--- src/rtl/pipe_stage_reg.sv ---
// Generic inter-stage pipeline register for the 5-stage MIPS core.
// Carries a packed payload plus hazard fields (valid, regwe, a3, tnew, pc).
// Supports stall (hold), flush (bubble insert), optional Tnew decrement on load,
// a forwarding-ready flag and a saturating bubble counter for performance debug.
module pipe_stage_reg #(
    parameter int          DATA_W        = 32,
    parameter int          A3_W          = 5,
    parameter int          TNEW_W        = 2,
    parameter bit          DEC_TNEW      = 1'b1,
    parameter bit          KEEP_PC_FLUSH = 1'b1,
    parameter logic [31:0] PC_RST        = 32'h3000,
    parameter int          CNT_W         = 16
) (
    input  logic              clk,
    input  logic              reset,      // asynchronous, active low
    input  logic              en,
    input  logic              flush,
    input  logic              clr_cnt,
    input  logic              in_valid,
    input  logic              in_regwe,
    input  logic [A3_W-1:0]   in_a3,
    input  logic [TNEW_W-1:0] in_tnew,
    input  logic [31:0]       in_pc,
    input  logic [DATA_W-1:0] in_data,
    output logic              out_valid,
    output logic              out_regwe,
    output logic [A3_W-1:0]   out_a3,
    output logic [TNEW_W-1:0] out_tnew,
    output logic [31:0]       out_pc,
    output logic [DATA_W-1:0] out_data,
    output logic              fwd_ok,
    output logic [CNT_W-1:0]  bub_cnt
);

    localparam logic [CNT_W-1:0] CNT_MAX = {CNT_W{1'b1}};

    logic              valid_q,  valid_d;
    logic              regwe_q,  regwe_d;
    logic [A3_W-1:0]   a3_q,     a3_d;
    logic [TNEW_W-1:0] tnew_q,   tnew_d;
    logic [31:0]       pc_q,     pc_d;
    logic [DATA_W-1:0] data_q,   data_d;
    logic [CNT_W-1:0]  cnt_q,    cnt_d;
    logic [TNEW_W-1:0] tnew_load;
    logic [31:0]       pc_bubble;
    logic              bubble;

    // Tnew seen by the next stage: one cycle closer to ready, never below zero
    generate
        if (DEC_TNEW) begin : g_dec_tnew
            assign tnew_load = (in_tnew == '0) ? '0 : in_tnew - 1'b1;
        end else begin : g_copy_tnew
            assign tnew_load = in_tnew;
        end
    endgenerate

    // A bubble may keep the incoming pc so CP0 can still report a sensible EPC
    generate
        if (KEEP_PC_FLUSH) begin : g_keep_pc
            assign pc_bubble = in_pc;
        end else begin : g_rst_pc
            assign pc_bubble = PC_RST;
        end
    endgenerate

    // Next-state selection: flush beats stall, stall beats load
    always_comb begin
        valid_d = valid_q;
        regwe_d = regwe_q;
        a3_d    = a3_q;
        tnew_d  = tnew_q;
        pc_d    = pc_q;
        data_d  = data_q;
        bubble  = 1'b0;
        if (flush) begin
            valid_d = 1'b0;
            regwe_d = 1'b0;
            a3_d    = '0;
            tnew_d  = '0;
            pc_d    = pc_bubble;
            data_d  = '0;
            bubble  = 1'b1;
        end else if (en) begin
            valid_d = in_valid;
            // an empty slot must never look like a pending GRF write
            regwe_d = in_valid & in_regwe;
            a3_d    = in_valid ? in_a3 : '0;
            tnew_d  = tnew_load;
            pc_d    = in_pc;
            data_d  = in_data;
            bubble  = ~in_valid;
        end
    end

    // Bubble counter: clear wins, otherwise count bubbles and stick at max
    always_comb begin
        cnt_d = cnt_q;
        if (clr_cnt) begin
            cnt_d = '0;
        end else if (bubble && (cnt_q != CNT_MAX)) begin
            cnt_d = cnt_q + 1'b1;
        end
    end

    // Pipeline state registers with asynchronous reset
    always_ff @(posedge clk or negedge reset) begin
        if (!reset) begin
            valid_q <= 1'b0;
            regwe_q <= 1'b0;
            a3_q    <= '0;
            tnew_q  <= '0;
            pc_q    <= PC_RST;
            data_q  <= '0;
            cnt_q   <= '0;
        end else begin
            valid_q <= valid_d;
            regwe_q <= regwe_d;
            a3_q    <= a3_d;
            tnew_q  <= tnew_d;
            pc_q    <= pc_d;
            data_q  <= data_d;
            cnt_q   <= cnt_d;
        end
    end

    assign out_valid = valid_q;
    assign out_regwe = regwe_q;
    assign out_a3    = a3_q;
    assign out_tnew  = tnew_q;
    assign out_pc    = pc_q;
    assign out_data  = data_q;
    assign bub_cnt   = cnt_q;
    assign fwd_ok    = valid_q & regwe_q & (a3_q != '0) & (tnew_q == '0);

endmodule
--- config.mk ---
export PLATFORM = sky130hd
export DESIGN_NAME = pipe_stage_reg
export DESIGN_NICKNAME = d
export VERILOG_FILES = /design/src/rtl/pipe_stage_reg.sv
export SDC_FILE = /design/constraint.sdc
export NUM_CORES = 1
export LEC_CHECK = 0
export CAP_MARGIN = 20
export CORE_MARGIN = 2
export CORE_UTILIZATION = 35
export CTS_CLUSTER_DIAMETER = 40
export DETAILED_ROUTE_END_ITERATION = 10
export GPL_TIMING_DRIVEN = 1
export MAX_ROUTING_LAYER = met4
export PLACE_DENSITY = 0.69
export SETUP_SLACK_MARGIN = 0.4
export SLEW_MARGIN = 20
export SYNTH_ARGS = -nofsm -noshare
export SYNTH_HDL_FRONTEND = slang
export SYNTH_SLANG_ARGS = --single-unit
--- constraint.sdc ---
create_clock -name clk -period 2.8 [get_ports clk]
set_input_delay 0.84 -clock clk [delete_from_list [all_inputs] [get_ports clk]]
set_output_delay 0.84 -clock clk [all_outputs]
set_load 0.05 [all_outputs]
# Word level (Yosys, flattened, before mapping)
# Index checks and enable logic that the tools add are counted.
# classes
addsub	2
n_mul	0
div	0
order_cmp	0
n_eq_ne	1
shifts	0
n_mux	18
n_bitwise	5
n_reduce_logical	6
# ops
operator	n
$mux W32	4
$mux W16	2
$add A16 B1 Y16 const B	1
$ne A16 B16 Y1 const B	1
$mux W5	3
$mux W1	6
$mux W2	3
$reduce_bool A5 Y1	1
$and A1 B1 Y1	4
$logic_not A2 Y1	2
$reduce_bool A2 Y1	2
$sub A2 B1 Y2 const B	1
$logic_and A1 B1 Y1	1
$not A1 Y1	1
# word_totals
reg_bits	89
latch_bits	0
ram_bits	0
mem_bits_ro	0
inputBits	78
word_cells	39
mem_count	0

# Longest topological paths before layout
# Gate-level depths: netlist of run 1.
# logic_depth
word_depth	6
ltp_mapped	6
depth_no_buf	5

# Worst setup path after synthesis of run 1
# Ideal clock, no wire load.
# synth_path
path_type	register -> output
from	register a3_q[0] (netlist: out_a3[0])
to	output fwd_ok
arrival_ns	2.360
setup_slack_ns	-0.400
path_stages_with_launch	4
cell_sequence	dfrtp_1 > or4_1 > nor2_1 > nor4_1
# synth_via
elab_chain_len	3
# synth_rtl
item	line	text
start, declared	39	logic [A3_W-1:0] a3_q, a3_d;
start signal, assigned	110	a3_q <= '0;
start signal, assigned	118	a3_q <= a3_d;
$reduce_bool A5 Y1	133	assign fwd_ok = valid_q & regwe_q & (a3_q != '0) & (tnew_q == '0);
$and A1 B1 Y1 (2 in a row)	133	
end, declared	31	output logic fwd_ok,
# No other way between the ends.

# Final worst setup path of run 1
# Ends and elaborated chain as after synthesis.

==> metrics.txt, run 1 <==
# TYPE chip_impl_metric gauge
chip_impl_info{name="outcome",value="finished clean"} 1
chip_impl_metric{name="clock_latency",unit="ps"} 360
chip_impl_info{name="yosys-top-cells-area",value="dfrtp_1 (56%), mux2_2 (9.3%), mux2i_1 (8.3%)"} 1
chip_impl_metric{name="skew",unit="ps"} 9.41
chip_impl_info{name="endpoint_kind",value="primary output"} 1
chip_impl_metric{name="synth_area_per_cell",unit="um^2"} 12.2
chip_impl_metric{name="syn-cell-area",unit="um^2"} 3870
chip_impl_metric{name="drt_first_pass_iters",unit=""} 4
chip_impl_metric{name="place_area",unit="um^2"} 5710
chip_impl_metric{name="synth-simple-area-share",unit="%"} 14.8
chip_impl_metric{name="cts_buffer_depth",unit=""} 2
chip_impl_metric{name="synth-adder-area-share",unit="%"} 0.323
chip_impl_metric{name="slew_viol_final",unit=""} 0
chip_impl_metric{name="syn-num-nets",unit=""} 396
chip_impl_metric{name="final_antenna_net_count",unit=""} 0
chip_impl_metric{name="clock_sinks",unit=""} 89
chip_impl_metric{name="worst_reg2reg_setup_slack",unit="ps"} 830
chip_impl_metric{name="drc",unit=""} 0
chip_impl_metric{name="synthesis.yosys.warnings",unit=""} 0
chip_impl_info{name="sort_of_element_at_the_start_of_the_critical_path",value="flop"} 1
chip_impl_metric{name="register_area",unit="um^2"} 2230
chip_impl_metric{name="grt_first_pass_wirelength",unit="um"} 16700
chip_impl_info{name="critical_register_to_register_path_endpoint",value="bub_cnt[15]"} 1
chip_impl_info{name="min_path_type",value="in -> async"} 1
chip_impl_metric{name="syn_inst",unit=""} 317
chip_impl_metric{name="synth_sequential_area_ratio",unit="%"} 57.6
chip_impl_metric{name="worstRegToRegCells",unit=""} 6
chip_impl_metric{name="power_density",unit="nW/um^2"} 493
chip_impl_info{name="tritoncts_clock_tree",value="done"} 1
chip_impl_metric{name="cp_max_fo",unit=""} 3
chip_impl_metric{name="vias_in_the_first_global_route",unit=""} 3225
chip_impl_metric{name="fillCellCount",unit=""} 940
chip_impl_metric{name="finalHoldWorstSlack",unit="ps"} 493
chip_impl_metric{name="synth_xor_xnor_area_share",unit="%"} 0
chip_impl_metric{name="dieHeight",unit="um"} 109
chip_impl_metric{name="floorplan.die_area",unit="um^2"} 11900
chip_impl_metric{name="dp_hpwl",unit="um"} 7860
chip_impl_metric{name="floorplan.io_pins",unit=""} 168
chip_impl_info{name="critical_path.reg2reg.startpoint",value="bub_cnt[0]"} 1
chip_impl_metric{name="gp_congestion",unit=""} 0.818
chip_impl_metric{name="hold_viol_final",unit=""} 0
chip_impl_metric{name="finalCriticalPeriod",unit="ps"} 2480
chip_impl_metric{name="post_synth_edffs",unit=""} 0
chip_impl_metric{name="layout.nets",unit=""} 566
chip_impl_metric{name="max-cap-violations",unit=""} 0
chip_impl_metric{name="portBuffers",unit=""} 167
chip_impl_metric{name="antenna_cells_inserted",unit=""} 0
chip_impl_metric{name="area_of_the_multi_input_gates",unit="um^2"} 1580
chip_impl_info{name="startpoint_to_endpoint_class_of_the_critical_path",value="reg -> out"} 1
chip_impl_metric{name="maximum_number_of_pins_on_one_net_before_global_route_repair",unit=""} 49
chip_impl_metric{name="routed-via-count",unit=""} 3145
chip_impl_metric{name="synth.distinct_cells",unit=""} 41
chip_impl_info{name="largest_family_of_logic_cells_by_synthesized_area",value="multiplexers"} 1
chip_impl_metric{name="avgRoutedWirePerCell",unit="um"} 16.7
chip_impl_metric{name="placed_cells_incl_taps",unit=""} 615
chip_impl_metric{name="fmax",unit="MHz"} 404
chip_impl_metric{name="critical_path_required",unit="ps"} 1960
chip_impl_metric{name="data_arrival_time_of_the_critical_path",unit="ps"} 1640
chip_impl_info{name="layout.cells.most_common_list",value="dfrtp_1 (87), clkdlybuf4s50_1 (85), dlygate4sd2_1 (43), nor2_1 (38), dlymetal6s2s_1 (35)"} 1
chip_impl_metric{name="wl",unit="um"} 10500
chip_impl_info{name="layout.cells.most_common",value="dfrtp_1"} 1
chip_impl_metric{name="finish.instance_area",unit="um^2"} 5950
chip_impl_metric{name="antenna_violations_before_repair",unit=""} 0
chip_impl_metric{name="fin_cells",unit=""} 632
chip_impl_metric{name="grt_use_total",unit="%"} 19.1
chip_impl_metric{name="setup-violations-final",unit=""} 0
chip_impl_metric{name="synth_largest_type_area_fraction",unit="%"} 56.3
chip_impl_metric{name="drt-initial-drc-count",unit=""} 99
chip_impl_metric{name="cts_max_level",unit=""} 3
chip_impl_metric{name="final_min_period_over_clock_period",unit="%"} 88.4
chip_impl_metric{name="finalSetupTns",unit="ps"} 0
chip_impl_metric{name="placement_rows",unit=""} 38
chip_impl_info{name="clock_tree_root_buffer_cell",value="clkbuf_8"} 1
chip_impl_metric{name="initial_util",unit="%"} 35.9
chip_impl_info{name="synth_top_flop_cell",value="dfrtp_1"} 1
chip_impl_metric{name="area_growth_syn_to_layout",unit="%"} 53.6
chip_impl_metric{name="cts_buffers",unit=""} 9
chip_impl_metric{name="core_footprint",unit="um^2"} 10800
chip_impl_metric{name="chipWidth",unit="um"} 109
chip_impl_metric{name="timing.max_slew.rel_slack",unit="%"} 50.3
chip_impl_metric{name="fraction_of_final_layout_cells_sized_beyond_drive_strength_1",unit="%"} 16.1
chip_impl_metric{name="gr-total-overflow",unit=""} 0
chip_impl_metric{name="ys_seq_elements",unit=""} 89
chip_impl_metric{name="power.static_leakage",unit="uW"} 0.00305
chip_impl_metric{name="drt-vias-per-instance",unit=""} 4.98
chip_impl_info{name="post-synth-top-area-cell",value="dfrtp_1"} 1
chip_impl_metric{name="cts-hold-fix-buffers",unit=""} 0
chip_impl_info{name="worst_setup_path_endpoint",value="fwd_ok"} 1
chip_impl_metric{name="vdd_drop_max",unit="mV"} 0.361
chip_impl_info{name="grt_setup_unrepaired",value="true"} 1
chip_impl_metric{name="multiplexer_area_fraction_after_synthesis",unit="%"} 18.8
chip_impl_metric{name="synth-compound-area-share",unit="%"} 6.08
chip_impl_metric{name="tightest_slew",unit="ps"} 742
chip_impl_metric{name="asyncSetResetFlopFracSynth",unit="%"} 100
chip_impl_info{name="worst_setup_path_startpoint",value="out_a3[0]"} 1
chip_impl_metric{name="cts.clk_slew.worst_paths",unit="ps"} 90
## where the power goes
group	leakage, uW	total, uW	internal [uW]	switching [uW]
sequential	0.00114	1400	1360	43.3
clock	0.0000847	830	347	483
combinational	0.00183	700	275	424
## cells in the mapped netlist (3+ instances only)
master     n
a21oi_1   17
buf_2      8
clkbuf_1   8
dfrtp_1   87
inv_1      3
mux2_1     4
mux2_2    32
mux2i_1   32
nand2_1    7
nand2b_1   8
nand3_1   12
nand4_1    4
nor2_1    40
nor2b_1    4
nor4_1     5
o21ai_1    3
o31ai_1    7
or4_1      8
## timing repair
action,4_1_cts,5_1_grt
gates resized for setup,45,37
pin swaps,1,1
hold endpoints to repair,0,0
endpoints found under the setup margin,45,36
setup buffers,0,1
## area by class of cell
cell class,count,area share (%)
Timing Repair Buffer,176,29.8
Sequential cell,89,37.5
Multi-Input combinational cell,208,26.5
Clock inverter,6,0.694
Clock buffer,10,2.31
Tap cell,140,2.95
Inverter,3,0.189
## critical path, cell delays in order, from the launching register on
cell and delay [ps]:
dfrtp_1 400, or4_4 550, nor2_4 120, nor4_4 50, buf_6 150
## per-layer routing
metal / global-route usage, % / part of all wire [%] / vias up
met5: - / 0 / -
met4: 7.23 / 1.5 / 0
met3: 6.63 / 9.5 / 11
met2: 29.6 / 48 / 122
met1: 22.9 / 41 / 1541
li1: - / - / 1471
## how the worst min path moves through the flow
stage / slack (ps) / end / from / cells past startpoint
2_1_floorplan: 540 / bub_cnt[0] / reset / 0
3_3_place_gp: 490 / out_pc[17] / out_pc[17] / 1
3_5_place_dp: 490 / out_pc[15] / out_pc[15] / 1
4_1_cts: 500 / out_pc[26] / reset / 1
5_1_grt: 520 / out_pc[17] / out_pc[17] / 1
6_report: 490 / out_pc[1] / reset / 1
## flip-flops by register name, summed over array words and instances, names as in the netlist
register and count:
out_data 32, out_tnew 2, out_valid 1, bub_cnt 16
out_pc 32, out_regwe 1, out_a3 5
## metrics by stage
step | setup slack [ps] | power, uW | utilization (%)
CTS | 235 | 2970 | 54.1
floorplan | 473 | 1820 | -
finish | 323 | 2930 | 55.1
global placement | 322 | 2140 | 52.9
detailed placement | 306 | 2160 | 52.9
global route | 267 | 3060 | 55.1
## cells by family (layout without fill, tap and decap cells)
logic type | after synthesis | count (layout)
flip-flops | 89 | 89
multiplexers | 68 | 68
adder cells (fa/ha/maj) | 1 | 1
buffers and inverters | 20 | 195
AND/OR/NAND/NOR | 105 | 105
AO/OA/AOI/OAI | 34 | 34
No activity file was read; power rests on OpenSTA's default activity.
==> run 2, diff against run 1 <==
--- a/config.mk
+++ b/config.mk
@@ -5,14 +5,14 @@
 export SDC_FILE = /design/constraint.sdc
 export NUM_CORES = 1
 export LEC_CHECK = 0
-export CAP_MARGIN = 20
+export CAP_MARGIN = 10
 export CORE_MARGIN = 2
-export CORE_UTILIZATION = 35
+export CORE_UTILIZATION = 30
 export CTS_CLUSTER_DIAMETER = 40
 export DETAILED_ROUTE_END_ITERATION = 10
 export GPL_TIMING_DRIVEN = 1
 export MAX_ROUTING_LAYER = met4
-export PLACE_DENSITY = 0.69
+export PLACE_DENSITY = 0.61
 export SETUP_SLACK_MARGIN = 0.4
 export SLEW_MARGIN = 20
 export SYNTH_ARGS = -nofsm -noshare
==> run 2 against run 1 <==
Compared with the run above: clock skew shrank 4.8 ps; final area rose by 2.5%; worst setup slack better by 18 ps; sequential share of layout area down 0.93 points; utilization fell by 6.8 points; clock power rose by 49%; fmax is 0.73% higher; final cell count rose by 5.4%; power rose by 15%; non-clock buffer count increased by 2.
==> metrics.txt, run 2 (synthesized netlist as in run 1, its figures left out) <==
# TYPE chip_impl_metric gauge
chip_impl_info{name="outcome",value="finished clean"} 1
chip_impl_metric{name="maximum_number_of_pins_on_one_net_before_global_route_repair",unit=""} 45
chip_impl_info{name="sort_of_element_at_the_start_of_the_critical_path",value="flop"} 1
chip_impl_metric{name="cts.clk_slew.worst_paths",unit="ps"} 60
chip_impl_metric{name="report.power.total",unit="uW"} 3360
chip_impl_metric{name="tightest_slew",unit="ps"} 661
chip_impl_metric{name="fmax",unit="MHz"} 407
chip_impl_metric{name="cts_buffers",unit=""} 9
chip_impl_info{name="endpoint_kind",value="primary output"} 1
chip_impl_info{name="tritoncts_clock_tree",value="done"} 1
chip_impl_metric{name="route.met2.wl",unit="um"} 5210
chip_impl_metric{name="worstRegToRegCells",unit=""} 6
chip_impl_metric{name="timing.max_slew.rel_slack",unit="%"} 55.8
chip_impl_metric{name="dp_hpwl",unit="um"} 7710
chip_impl_metric{name="routed-via-count",unit=""} 3136
chip_impl_metric{name="cts-hold-fix-buffers",unit=""} 0
chip_impl_info{name="grt_setup_unrepaired",value="true"} 1
chip_impl_info{name="layout.cells.most_common_list",value="clkdlybuf4s50_1 (124), dfrtp_1 (87), nor2_1 (38), mux2i_1 (32), mux2_2 (32)"} 1
chip_impl_metric{name="dieHeight",unit="um"} 118
chip_impl_metric{name="layout.nets",unit=""} 568
chip_impl_metric{name="portBuffers",unit=""} 167
chip_impl_metric{name="power.static_leakage",unit="uW"} 0.00282
chip_impl_metric{name="cp_max_fo",unit=""} 3
chip_impl_metric{name="grt_use_total",unit="%"} 16.4
chip_impl_metric{name="final_antenna_net_count",unit=""} 0
chip_impl_metric{name="drt-initial-drc-count",unit=""} 146
chip_impl_metric{name="grt_first_pass_wirelength",unit="um"} 17500
chip_impl_metric{name="place_area",unit="um^2"} 5770
chip_impl_metric{name="drt-vias-per-instance",unit=""} 4.71
chip_impl_metric{name="worst_reg2reg_setup_slack",unit="ps"} 780
chip_impl_metric{name="placement_rows",unit=""} 41
chip_impl_metric{name="area_growth_syn_to_layout",unit="%"} 57.5
chip_impl_metric{name="cts_max_level",unit=""} 3
chip_impl_metric{name="clock_sinks",unit=""} 89
chip_impl_metric{name="initial_util",unit="%"} 30.7
chip_impl_metric{name="setup-violations-final",unit=""} 0
chip_impl_metric{name="avgRoutedWirePerCell",unit="um"} 16.1
chip_impl_info{name="startpoint_to_endpoint_class_of_the_critical_path",value="reg -> out"} 1
chip_impl_metric{name="fraction_of_final_layout_cells_sized_beyond_drive_strength_1",unit="%"} 16.0
chip_impl_metric{name="cts_buffer_depth",unit=""} 2
chip_impl_info{name="critical_path.reg2reg.startpoint",value="bub_cnt[0]"} 1
chip_impl_metric{name="m1WireLength",unit="um"} 4620
chip_impl_metric{name="vias_in_the_first_global_route",unit=""} 3267
chip_impl_metric{name="floorplan.io_pins",unit=""} 168
chip_impl_metric{name="clock_latency",unit="ps"} 340
chip_impl_metric{name="skew",unit="ps"} 4.60
chip_impl_metric{name="finalSetupTns",unit="ps"} 0
chip_impl_metric{name="antenna_violations_before_repair",unit=""} 0
chip_impl_info{name="top_layer",value="met4"} 1
chip_impl_metric{name="data_arrival_time_of_the_critical_path",unit="ps"} 1620
chip_impl_metric{name="drc",unit=""} 0
chip_impl_info{name="critical_register_to_register_path_endpoint",value="bub_cnt[15]"} 1
chip_impl_info{name="layout.cells.most_common",value="clkdlybuf4s50_1"} 1
chip_impl_metric{name="core_footprint",unit="um^2"} 12600
chip_impl_metric{name="drt_first_pass_iters",unit=""} 4
chip_impl_metric{name="finish.instance_area",unit="um^2"} 6100
chip_impl_metric{name="antenna_cells_inserted",unit=""} 0
chip_impl_metric{name="gr-total-overflow",unit=""} 0
chip_impl_metric{name="dr_wl_met3",unit="um"} 766
chip_impl_metric{name="max-cap-violations",unit=""} 0
chip_impl_metric{name="vdd_drop_max",unit="mV"} 0.454
chip_impl_metric{name="fillCellCount",unit=""} 1162
chip_impl_metric{name="slew_viol_final",unit=""} 0
chip_impl_metric{name="final_min_period_over_clock_period",unit="%"} 87.8
chip_impl_metric{name="floorplan.die_area",unit="um^2"} 13800
chip_impl_metric{name="critical_path_required",unit="ps"} 1960
chip_impl_info{name="min_path_type",value="in -> async"} 1
chip_impl_metric{name="hold_viol_final",unit=""} 0
chip_impl_metric{name="gp_congestion",unit=""} 0.763
chip_impl_metric{name="power_density",unit="nW/um^2"} 551
chip_impl_metric{name="wl",unit="um"} 10700
chip_impl_metric{name="chipWidth",unit="um"} 118
chip_impl_metric{name="finalCriticalPeriod",unit="ps"} 2460
chip_impl_info{name="clock_tree_root_buffer_cell",value="clkbuf_16"} 1
-- run 2: how the worst max path moves through the flow --
| stage | startpoint | endpoint | slack [ps] | depth (start not counted) |
|---|---|---|---|---|
| CTS | out_a3[0] | fwd_ok | 290 | 4 |
| global placement | in_valid | bub_cnt[10] | 320 | 5 |
| floorplan | out_a3[0] | fwd_ok | 470 | 3 |
| finish | out_a3[4] | fwd_ok | 340 | 4 |
| detailed placement | in_valid | bub_cnt[12] | 270 | 5 |
| global route | out_a3[4] | fwd_ok | 280 | 4 |
-- run 2: critical path, cell delays in order (launching register included) --
cell	delay, ps
dfrtp_1	390
or4_4	550
nor2_4	130
nor4_4	50
buf_6	150
-- run 2: per-layer routing --
metal / track usage, % / vias up
li1: - / 1468
met1: 19.2 / 1536
met2: 26.8 / 121
met3: 6.49 / 11
met4: 3.39 / 0
met5: - / -
-- run 2: metrics by stage --
step	setup slack (ps)	utilization, %	hold WS [ps]	cells
2_1_floorplan	473	-	544	317
3_3_place_gp	315	45.7	486	649
4_1_cts	288	48.1	409	666
3_5_place_dp	273	45.7	491	649
6_report	341	48.3	409	666
5_1_grt	278	48.3	421	666
-- run 2: report_power, final --
group          total, uW  switching (uW)  internal, uW  leakage (uW)
Clock               1240             476           764      0.000153
Combinational        718             426           292       0.00152
Sequential          1400            42.4          1360       0.00114
-- run 2: layout make-up --
class / instances / area, um^2 / area share [%]
clock buffers: 14 / 274 / 4.49
multi-input cells: 208 / 1580 / 25.9
well taps: 172 / 215 / 3.53
repair buffers: 178 / 1760 / 28.8
flip-flops and latches: 89 / 2230 / 36.6
clock inverters: 2 / 35.0 / 0.575
inverters: 3 / 11.3 / 0.185
-- run 2: what timing repair did --
action,CTS,global route
setup endpoints to repair,27,14
pin swaps,1,3
gates resized for setup,30,13
setup buffers,1,0
==> run 3, diff against run 2 <==
--- a/config.mk
+++ b/config.mk
@@ -10,11 +10,11 @@
 export CORE_UTILIZATION = 30
 export CTS_CLUSTER_DIAMETER = 40
 export DETAILED_ROUTE_END_ITERATION = 10
+export GPL_ROUTABILITY_DRIVEN = 0
 export GPL_TIMING_DRIVEN = 1
 export MAX_ROUTING_LAYER = met4
 export PLACE_DENSITY = 0.61
 export SETUP_SLACK_MARGIN = 0.4
-export SLEW_MARGIN = 20
 export SYNTH_ARGS = -nofsm -noshare
 export SYNTH_HDL_FRONTEND = slang
 export SYNTH_SLANG_ARGS = --single-unit
==> constraint.sdc (replaced) <==
create_clock -name clk -period 2.3 [get_ports clk]
set_input_delay 0.69 -clock clk [delete_from_list [all_inputs] [get_ports clk]]
set_output_delay 0.69 -clock clk [all_outputs]
set_load 0.05 [all_outputs]
==> run 3 against run 2 <==
Compared with the run above: the flow now finishes with violations (setup timing); combinational power grew 19%; via count rose by 0.70%; clock power increased by 33%; final area up 2.6%; critical path depth stayed put; non-clock buffer count grew 7; utilization increased by 1.3 points.
==> metrics.txt, run 3 (synthesized netlist as in run 1, its figures left out) <==
# TYPE chip_impl_metric gauge
chip_impl_metric{name="layout.nets",unit=""} 575
chip_impl_metric{name="core_occupancy_in_the_finished_layout",unit="%"} 49.6
chip_impl_metric{name="post-route-worst-setup-slack",unit="ps"} -19.7
chip_impl_metric{name="post-place-ws",unit="ps"} -114
chip_impl_metric{name="routed-via-count",unit=""} 3158
chip_impl_metric{name="cts.clk_slew.worst_paths",unit="ps"} 60
chip_impl_metric{name="antenna_violations_before_repair",unit=""} 0
chip_impl_metric{name="fillCellCount",unit=""} 1167
chip_impl_metric{name="slew_viol_final",unit=""} 0
chip_impl_metric{name="vias_in_the_first_global_route",unit=""} 3262
chip_impl_metric{name="vdd_drop_max",unit="mV"} 0.596
chip_impl_metric{name="cts_max_level",unit=""} 3
chip_impl_info{name="endpoint_kind",value="primary output"} 1
chip_impl_metric{name="grt_use_total",unit="%"} 16.3
chip_impl_info{name="layout.cells.most_common_list",value="dfrtp_1 (76), clkdlybuf4s50_1 (73), clkdlybuf4s15_2 (64), nor2_1 (38)"} 1
chip_impl_metric{name="finalCriticalPeriod",unit="ps"} 2320
chip_impl_metric{name="power.static_leakage",unit="uW"} 0.00268
chip_impl_metric{name="core_footprint",unit="um^2"} 12600
chip_impl_info{name="sort_of_element_at_the_start_of_the_critical_path",value="flop"} 1
chip_impl_metric{name="floorplan.io_pins",unit=""} 168
chip_impl_metric{name="worst_reg2reg_setup_slack",unit="ps"} 490
chip_impl_info{name="outcome",value="finished with violations"} 1
chip_impl_metric{name="placed_cells_incl_taps",unit=""} 653
chip_impl_metric{name="critical_path_required",unit="ps"} 1610
chip_impl_info{name="min_path_type",value="in -> async"} 1
chip_impl_info{name="tritoncts_clock_tree",value="done"} 1
chip_impl_metric{name="hold_viol_final",unit=""} 0
chip_impl_metric{name="fmax",unit="MHz"} 431
chip_impl_metric{name="area_of_the_multi_input_gates",unit="um^2"} 1630
chip_impl_metric{name="fraction_of_final_layout_cells_sized_beyond_drive_strength_1",unit="%"} 38.7
chip_impl_metric{name="antenna_cells_inserted",unit=""} 0
chip_impl_metric{name="timing.max_slew.rel_slack",unit="%"} 58.9
chip_impl_metric{name="avgRoutedWirePerCell",unit="um"} 15.7
chip_impl_metric{name="fin_cells",unit=""} 673
chip_impl_info{name="critical_path.reg2reg.startpoint",value="bub_cnt[10]"} 1
chip_impl_metric{name="cts_buffer_depth",unit=""} 2
chip_impl_metric{name="register_area",unit="um^2"} 2240
chip_impl_info{name="startpoint_to_endpoint_class_of_the_critical_path",value="reg -> out"} 1
chip_impl_metric{name="tightest_slew",unit="ps"} 616
chip_impl_info{name="failing_checks",value="setup timing"} 1
chip_impl_info{name="worst_setup_path_startpoint",value="out_a3[4]"} 1
chip_impl_info{name="critical_register_to_register_path_endpoint",value="bub_cnt[13]"} 1
chip_impl_metric{name="gr-total-overflow",unit=""} 0
chip_impl_metric{name="floorplan.die_area",unit="um^2"} 13800
chip_impl_metric{name="chipWidth",unit="um"} 118
chip_impl_metric{name="dieHeight",unit="um"} 118
chip_impl_metric{name="cts_buffers",unit=""} 9
chip_impl_metric{name="final_min_period_over_clock_period",unit="%"} 101
chip_impl_metric{name="wl",unit="um"} 10500
chip_impl_metric{name="grt_first_pass_wirelength",unit="um"} 17200
chip_impl_metric{name="cp_max_fo",unit=""} 2
chip_impl_metric{name="drc",unit=""} 0
chip_impl_metric{name="placement_rows",unit=""} 41
chip_impl_metric{name="skew",unit="ps"} 2.97
chip_impl_info{name="worst_setup_path_endpoint",value="fwd_ok"} 1
chip_impl_metric{name="worstRegToRegCells",unit=""} 4
chip_impl_metric{name="setup-violations-final",unit=""} 1
chip_impl_metric{name="max-cap-violations",unit=""} 0
chip_impl_metric{name="area_growth_syn_to_layout",unit="%"} 61.7
chip_impl_info{name="grt_setup_unrepaired",value="true"} 1
chip_impl_metric{name="maximum_number_of_pins_on_one_net_before_global_route_repair",unit=""} 45
chip_impl_metric{name="place_area",unit="um^2"} 5800
chip_impl_metric{name="drt-initial-drc-count",unit=""} 228
chip_impl_info{name="layout.cells.most_common",value="dfrtp_1"} 1
chip_impl_metric{name="power_density",unit="nW/um^2"} 674
chip_impl_info{name="clock_tree_root_buffer_cell",value="clkbuf_16"} 1
chip_impl_metric{name="dp_hpwl",unit="um"} 7690
chip_impl_metric{name="final_antenna_net_count",unit=""} 0
chip_impl_metric{name="clock_latency",unit="ps"} 340
chip_impl_metric{name="drt-vias-per-instance",unit=""} 4.69
chip_impl_metric{name="initial_util",unit="%"} 30.7
chip_impl_metric{name="finish.instance_area",unit="um^2"} 6260
chip_impl_metric{name="clock_sinks",unit=""} 89
chip_impl_metric{name="drt_first_pass_iters",unit=""} 6
chip_impl_metric{name="portBuffers",unit=""} 167
chip_impl_metric{name="data_arrival_time_of_the_critical_path",unit="ps"} 1630
[run 3: layout make-up]
class                   count  area share, %
inverters                   3          0.180
well taps                 172           3.44
repair buffers            185           29.0
clock buffers              12           4.26
flip-flops and latches     89           35.9
clock inverters             4           1.18
multi-input cells         208           26.1
[run 3: what timing repair did]
item / 4_1_cts / 5_1_grt
resized for setup: 233 / 16
hold buffers: 0 / 0
setup buffers: 1 / 3
pin swaps: 9 / 3
setup endpoints to repair: 87 / 18
gates cloned: 0 / 0
[run 3: how the worst min path moves through the flow]
stage	cells past startpoint	end	from	slack, ps
global route	1	bub_cnt[11]	reset	320
CTS	1	bub_cnt[11]	reset	300
detailed placement	1	out_pc[15]	out_pc[15]	490
floorplan	0	bub_cnt[0]	reset	390
global placement	1	out_pc[28]	out_pc[28]	490
finish	1	bub_cnt[11]	reset	300
[run 3: through the flow]
step,total power (uW),TNS (ps),hold slack (ps)
after floorplan,2230,0,394
after global placement,2620,-18.2,487
after detailed placement,2630,-256,493
after CTS,4290,-84.6,305
after global routing,4410,-74.2,324
final,4220,-19.7,297
[run 3: report_power, final]
group	total (uW)	switching, uW	leakage [uW]	internal (uW)
Clock	1650	606	0.000169	1040
Combinational	857	518	0.00139	338
Sequential	1710	54.5	0.00112	1660
Total	4220	1180	0.00268	3040
[run 3: layer usage]
layer	wire length, um	share of wire [%]	GRT usage (%)	vias up
met2	5440	52	26.0	94
met4	104	0.99	5.27	0
met3	612	5.8	5.47	10
met5	0	0	-	-
met1	4390	42	19.6	1561
li1	-	-	-	1493
[run 3: worst max-delay path, stage by stage, from the launching register on]
cell     delay, ps
dfrtp_2        410
or4_4          550
nor2_4         130
nor4_4          50
buf_6          150
==> patch (config.mk and constraints of run 3) <==
Make the reset (`reset`) synchronous in one clocked block. Comments in the files are not updated.
--- a/src/rtl/pipe_stage_reg.sv
+++ b/src/rtl/pipe_stage_reg.sv
@@ -105,3 +105,3 @@
     // Pipeline state registers with asynchronous reset
-    always_ff @(posedge clk or negedge reset) begin
+    always_ff @(posedge clk) begin
         if (!reset) begin
Formal check against the unedited RTL: differs if reset is asserted again (counterexample within 4 cycles, from zero or initial values and one cycle with reset low); with reset held inactive, the same outputs for 10 cycles.
==> patch against run 3 <==
  * Final cell count up 5.5%
  * Synthesized area down 8.8%
  * Via count up 8.2%
  * Routed wire length down 0.37%
  * Total power down 8.6%
  * Non-clock buffer count down 4
  * Design area down 9.4%
  * Fmax up 4.2%
  * First-iteration DRC count down 12%
  * Global-route usage up 0.84 points
  * Worst setup slack better by 0.093 ns
  * Clock power down 2%
  * Sequential cell count unchanged
  * Largest power group unchanged
==> patch: results (changes against run 3) <==
The flow ran to the end, and the final reports show no timing, DRC or antenna violations. The share of synthesized flip-flops with an asynchronous set or reset works out to 0% (-100 points). The run gives 7600 um (-1.1%) as the half-perimeter wire length of the detailed placement result. The most instantiated flip-flop cell in the synthesis netlist was dfxtp_1.

The run gives 1102 (-5.6%) as the number of fillers in the final layout. The largest net degree at the start of global routing was 42 (-6.7%). The worst register-to-register path begins at bub_cnt[0].

The slew of the pin with the lowest slew margin is 0.538 ns (-0.0780 ns), and the overall via count from detail_route is 3418 (+8.2%). The count of cells resized by post-cts repair is 191 (-18%), and the cell-internal power is 2.82 mW (-7.3%). For the data arrival time of the critical path, the log shows 1.54 ns (-0.09 ns). The placed instance count is 694 (+6.3%). Global routing met2 resource utilization: 27.1% (+1.2 points).

The run gives 0.000399 V (-33%) as the peak supply drop. For the reg-to-reg setup timing slack, the log shows 0.60 ns (+0.11 ns). In the post-synthesis netlist, the biggest area contributors are dfxtp_1, mux2i_1, nand2_1, a21boi_0, nor2_1. The post-detailed-route wirelength per cell was 14.8 um (-5.6%); the synthesized instance count was 389 (+23%). The final worst clock skew came out at 0.00285 ns (-0.000119 ns).

The critical path starts at out_a3[3]. The run gives 0 (-1) as the post-CTS setup repair buffer count. For the final instance count without filler cells, the log shows 710 (+5.5%).

The tools report the power dissipated in combinational cells as 0.615 mW (-28%). The number of cells on the worst reg-to-reg path was 5 (+1); the final number of setup-violating endpoints was 0 (-1). The logs give 3353 (+2.8%) for the via count of the first global-routing pass and 468 (+18%) for the number of nets produced by synthesis.

The number of optimization iterations in the first detailed-route pass was 4 (-2). The share of the yosys chip area belonging to registers is 50.5% (-7.2 points), and the clock network power is 1.61 mW (-2%). The ratio of cells with drive above 1 in the final layout is 25.2% (-14 points), and the maximum fanout along the worst path is 3 (+1). Aggregate global-route resource usage: 17.2% (+0.84 points).
==> patch: final cells by class <==
cell class	count	area share, %
flip-flops and latches	89	31.6
multi-input cells	275	30.1
repair buffers	181	29.0
clock buffers	9	3.97
well taps	143	3.16
clock inverters	7	1.77
inverters	6	0.397
==> patch: how the worst min path moves through the flow <==
stage | from | to | slack, ns | cells past startpoint
final | out_pc[9] | out_pc[9] | 0.45 | 2
after detailed placement | out_pc[9] | out_pc[9] | 0.45 | 2
after global placement | out_pc[11] | out_pc[11] | 0.44 | 2
after CTS | out_pc[14] | out_pc[14] | 0.45 | 2
after global routing | out_pc[9] | out_pc[9] | 0.47 | 2
after floorplan | bub_cnt[0] | bub_cnt[0] | 0.61 | 2
==> patch: kinds of logic (layout without fill, tap and decap cells) <==
| family | count (synthesis) | count (layout) | share of synthesized area (%) |
|---|---|---|---|
| buf+inv | 25 | 203 | 2.80 |
| mux | 33 | 33 | 9.36 |
| flops | 89 | 89 | 50.5 |
| fa+ha+maj | 1 | 1 | 0.354 |
| compound gates | 76 | 76 | 15.6 |
| simple gates | 165 | 165 | 21.5 |
==> patch: metal layers <==
metal | wire length [um] | share of wire, % | vias to the layer above
met5 | 0 | 0 | -
met4 | 326 | 3.1 | 0
met3 | 585 | 5.6 | 21
met2 | 5060 | 48 | 103
met1 | 4540 | 43 | 1592
li1 | - | - | 1702
==> patch: metrics by stage <==
step	hold WS (ns)	total power [mW]	setup slack (ns)	instance area, um^2
final	0.451	3.86	0.0733	5670
after global routing	0.475	4.02	0.0357	5670
after CTS	0.454	3.93	0.0299	5830
after detailed placement	0.448	2.31	0.00822	5440
after global placement	0.438	2.31	0.0119	5440
after floorplan	0.611	2.01	0.376	3560
